--- config.mk ---
export PLATFORM = sky130hd
export DESIGN_NAME = sel_sequencer
export DESIGN_NICKNAME = d
export VERILOG_FILES = /design/src/rtl/sel_sequencer.sv
export SDC_FILE = /design/constraint.sdc
export NUM_CORES = 1
export LEC_CHECK = 0
export BUFFER_PORTS_ARGS = -buffer_cell sky130_fd_sc_hd__buf_2
export CORE_ASPECT_RATIO = 1.2
export CORE_MARGIN = 10
export CORE_UTILIZATION = 45
export DETAILED_ROUTE_END_ITERATION = 8
export HOLD_SLACK_MARGIN = 0.15
export PLACE_DENSITY = 0.73
export SLEW_MARGIN = 0
export SYNTH_ARGS = -nofsm -noshare
export SYNTH_HDL_FRONTEND = slang
export SYNTH_SLANG_ARGS = --single-unit
--- constraint.sdc ---
create_clock -name clk -period 2.3 [get_ports clk]
set_input_delay 0.575 -clock clk [delete_from_list [all_inputs] [get_ports clk]]
set_output_delay 0.575 -clock clk [all_outputs]
set_load 0.03 [all_outputs]
--- src/rtl/sel_sequencer.sv ---
// Select-code sequencer: issues a run of up/down/gray/fixed select values
// to a downstream decoder under ready/valid handshake, then pulses done.
module sel_sequencer #(
   parameter logic [1:0] FIXED_SEL = 2'd2
) (
   input  logic       clk,
   input  logic       rst,
   input  logic       start,
   input  logic [1:0] mode,
   input  logic [3:0] len,
   input  logic       ready,
   output logic [1:0] sel,
   output logic       sel_valid,
   output logic       busy,
   output logic       done,
   output logic [4:0] issued
);

   typedef enum logic [1:0] {
      IDLE  = 2'd0,
      ISSUE = 2'd1,
      DONE  = 2'd2
   } state_t;

   localparam logic [1:0] MODE_UP    = 2'b00;
   localparam logic [1:0] MODE_DOWN  = 2'b01;
   localparam logic [1:0] MODE_GRAY  = 2'b10;

   state_t     state_q, state_d;
   logic [1:0] sel_q, sel_d;
   logic [1:0] mode_q, mode_d;
   logic [3:0] len_q, len_d;
   logic [4:0] issued_q, issued_d;

   logic [4:0] eff_len;
   logic       xfer;
   logic       last_xfer;

   function automatic logic [1:0] first_sel(input logic [1:0] m);
      case (m)
         MODE_UP:   first_sel = 2'd0;
         MODE_DOWN: first_sel = 2'd3;
         MODE_GRAY: first_sel = 2'd0;
         default:   first_sel = FIXED_SEL;
      endcase
   endfunction

   function automatic logic [1:0] next_sel(input logic [1:0] m, input logic [1:0] s);
      case (m)
         MODE_UP:   next_sel = s + 2'd1;
         MODE_DOWN: next_sel = s - 2'd1;
         MODE_GRAY: begin
            // gray walk 0 -> 1 -> 3 -> 2 -> 0
            case (s)
               2'd0:    next_sel = 2'd1;
               2'd1:    next_sel = 2'd3;
               2'd3:    next_sel = 2'd2;
               default: next_sel = 2'd0;
            endcase
         end
         default:   next_sel = FIXED_SEL;
      endcase
   endfunction

   assign eff_len   = (len_q == 4'd0) ? 5'd16 : {1'b0, len_q};
   assign xfer      = (state_q == ISSUE) && ready;
   assign last_xfer = xfer && ((issued_q + 5'd1) == eff_len);

   always_comb begin
      state_d  = state_q;
      sel_d    = sel_q;
      mode_d   = mode_q;
      len_d    = len_q;
      issued_d = issued_q;
      case (state_q)
         IDLE: begin
            if (start) begin
               mode_d   = mode;
               len_d    = len;
               issued_d = 5'd0;
               sel_d    = first_sel(mode);
               state_d  = ISSUE;
            end
         end
         ISSUE: begin
            if (xfer) begin
               issued_d = issued_q + 5'd1;
               if (last_xfer) begin
                  state_d = DONE;
               end else begin
                  sel_d = next_sel(mode_q, sel_q);
               end
            end
         end
         default: state_d = IDLE;
      endcase
   end

   always_ff @(posedge clk) begin
      if (rst) begin
         state_q  <= IDLE;
         sel_q    <= 2'd0;
         mode_q   <= 2'd0;
         len_q    <= 4'd0;
         issued_q <= 5'd0;
      end else begin
         state_q  <= state_d;
         sel_q    <= sel_d;
         mode_q   <= mode_d;
         len_q    <= len_d;
         issued_q <= issued_d;
      end
   end

   assign sel       = sel_q;
   assign sel_valid = (state_q == ISSUE);
   assign busy      = (state_q != IDLE);
   assign done      = (state_q == DONE);
   assign issued    = issued_q;

endmodule

==> results.cfg <==
[clock_network]
clk_pin_slew_worst_paths_ns = 0.09
clock_sinks = 15
htree_levels = 1
cts.repair.resized = 0
holdBufCountCts = 0
cts_buffers = 3
clk_latency_ns = 0.28
max-clock-path-buffers = 2
cts_setup_buffers = 0
root_buffer = clkbuf_4
cts_tree = done

[drt]
wirelength_um = 1860
post_drt_wl_per_cell_um = 13.88
drt_first_pass_iters = 4
num_vias = 738
antenna_left = 0
drc = 0
drt_iter0_drc = 11
routed_via_density = 5.507

[grt]
grt_pass1_vias = 755
grt_max_degree = 16
grt_pass1_wl_um = 3146
grt_antenna_before_repair = 0
overflow = 0
track_usage = 0.09795

[sta]
rsz0062_at_grt = no
max_slew_margin = 0.7142
hold_viol = 0
setup_viol = 0
clock.fmax_mhz = 531.8
finalMaxSlewViolations = 0
post-route-min-period_ns = 1.880
finalClockSkew_ns = 0.0009603
setup_tns_ns = 0
period_share = 0.8176
worstMarginPinSlew_ns = 0.4247

[setup_path]
crit-reg2reg-launch = issued[0]
reg2regPathDepth = 5
rr_endpoint = sel[1]
r2r_setup_slack_ns = 0.42
path_max_fanout = 6
crit_arrival_ns = 2.06
crit_path_start_kind = flop
cp-end-kind = flop
cp.required_ns = 2.48
crit_type = reg -> reg

[placement]
numPortBuffers = 19
post-place-cells = 130
gp_congestion = 0.8085
hpwl_um = 1507

[worst_hold_path]
hold_depth = 3
hold_class = in -> reg
hp-start = len[0]
min_to = len_q[0]

[logic_synthesis]
async_flop_share = 0
avgSynthCellArea_um2 = 9.088
netlist_area_um2 = 863.3
synth_nets = 110
synthDistinctLibCells = 37
synth_edf_count = 0
yosysSeqAreaShare = 0.3478
yosys_register_bits = 15
synth_cells = 95
yosys_most_used_dff = dfxtp_1
yosys_warnings = 0

[finish]
fin_cells = 134
area_growth_syn_to_layout_pct = 15.51
layout-drive-gt1-share = 0.2522
fill_cells = 179
insertedDiodeCount = 0
num-nets-final = 131

[floorplanning]
pin_count = 20
num_rows = 17
dieWidth_um = 59.99
initial_core_util = 0.4720
core_um2 = 1829
fp.dieH_um = 67.98
die_area_um2 = 4078

[power]
ir_worst_vdd_uv = 260.9
p_per_area_nw_per_um2 = 565.4
power.leakage_uw = 0.0004531

[flow_run]
cap_violations = 0

[run_status]
status = finished, final reports clean
-- kinds of logic (layout without fill, tap and decap cells) --
group,Yosys count,count (layout),synth area share
AND/OR/NAND/NOR,35,35,0.2188
buffers and inverters,9,29,0.04492
multiplexers,5,5,0.05797
XOR/XNOR,7,7,0.1044
AO/OA/AOI/OAI,19,19,0.1536
flip-flops,15,15,0.3478
adder cells (fa/ha/maj),5,5,0.07246
-- state kept, by name, summed over array words and instances, names as in the netlist --
name and count:
issued 5, len_q 4, state_q 2, mode_q 2, sel 2
-- worst max path at each step --
stage / slack, ns / to / start
after global placement: 0.49 / sel[1] / issued[0]
after CTS: 0.40 / sel[1] / issued[0]
after floorplan: 0.36 / sel[0] / issued[0]
after detailed placement: 0.41 / sel[1] / ready
final: 0.42 / sel[1] / issued[0]
after global routing: 0.26 / sel[1] / issued[0]
-- cells in the mapped netlist (2+ instances only) --
cell type / n / area, um^2
dfxtp_1: 15 / 300.3
a21oi_1: 5 / 25.02
xor2_1: 2 / 17.52
a311oi_1: 2 / 17.52
inv_1: 5 / 18.77
nand3_1: 3 / 15.01
or2_2: 2 / 12.51
mux2i_1: 5 / 50.05
xnor2_1: 3 / 26.28
a22oi_1: 2 / 15.01
nand3b_1: 2 / 15.01
nor2_1: 15 / 56.30
ha_1: 5 / 62.56
a221oi_1: 2 / 17.52
nor4_1: 2 / 12.51
nor3b_1: 2 / 15.01
o21ai_0: 3 / 15.01
-- through the flow --
stage                     setup slack (ns)  utilization  hold WS [ns]  total power [uW]  area, um^2
after floorplan                     0.3623            -        0.4868             386.3       863.3
after global placement              0.4877       0.5301        0.5223             417.8       969.7
after detailed placement            0.4078       0.5301        0.5338             420.5       969.7
after CTS                           0.4024       0.5451        0.5304             567.0       997.2
after global routing                0.2569       0.5451        0.5475             602.0       997.2
final                               0.4196       0.5451        0.5282             563.8       997.2
-- power by group --
group          switching [uW]  internal (uW)
clock                    84.4           64.4
combinational            71.8           54.4
sequential               15.9            273
total                     172            392
-- per-layer routing --
layer | GRT usage | part of all wire | vias up
li1 | - | - | 376
met1 | 0.1036 | 0.42 | 349
met2 | 0.1714 | 0.52 | 11
met3 | 0.03333 | 0.048 | 2
met4 | 0.04213 | 0.0091 | 0
met5 | 0 | 0 | -
-- worst max-delay path: stages, from the launching register on --
cell and delay (ns):
dfxtp_1 0.44, ha_1 0.27, and3_4 0.22, xnor3_1 0.33
a31o_1 0.23, a221oi_1 0.29
-- final cells by class --
class                   instances  area [um^2]  share of cell area
multi-input cells              71        524.3              0.5257
flip-flops and latches         15        300.3              0.3011
repair buffers                 20        102.6              0.1029
well taps                      19        23.77             0.02384
clock buffers                   3        22.52             0.02258
inverters                       5        18.77             0.01882
clock inverters                 1        5.005            0.005019
-- cells in the final DEF, fill, tap and decap left out --
cell,Yosys,final
xnor3_1,1,1
and3_4,1,1
nand3b_1,2,2
nand2_1,1,1
dfxtp_1,15,15
or2_2,2,2
and2_1,1,1
and3b_1,1,1
nor3b_1,2,2
xnor2_1,3,3
ha_1,5,5
a21oi_1,5,5
nand3_1,3,3
xor3_1,1,1
xor2_1,2,2
o311ai_0,1,1
a31oi_1,1,1
a311oi_1,2,2
nand2b_1,1,1
and2b_2,1,1
or3_1,1,1
nor4_1,2,2
inv_1,5,5
nor2b_1,1,1
a31o_1,1,1
a221oi_1,2,2
clkbuf_4,0,3
buf_4,1,1
a211o_1,1,1
a22oi_1,2,2
nor2_1,15,15
buf_2,0,19
mux2i_1,5,5
clkinv_2,0,1
o21ai_0,3,3
nor3_1,1,1
o21ba_2,1,1
No activity file was read; power rests on OpenSTA's default activity.
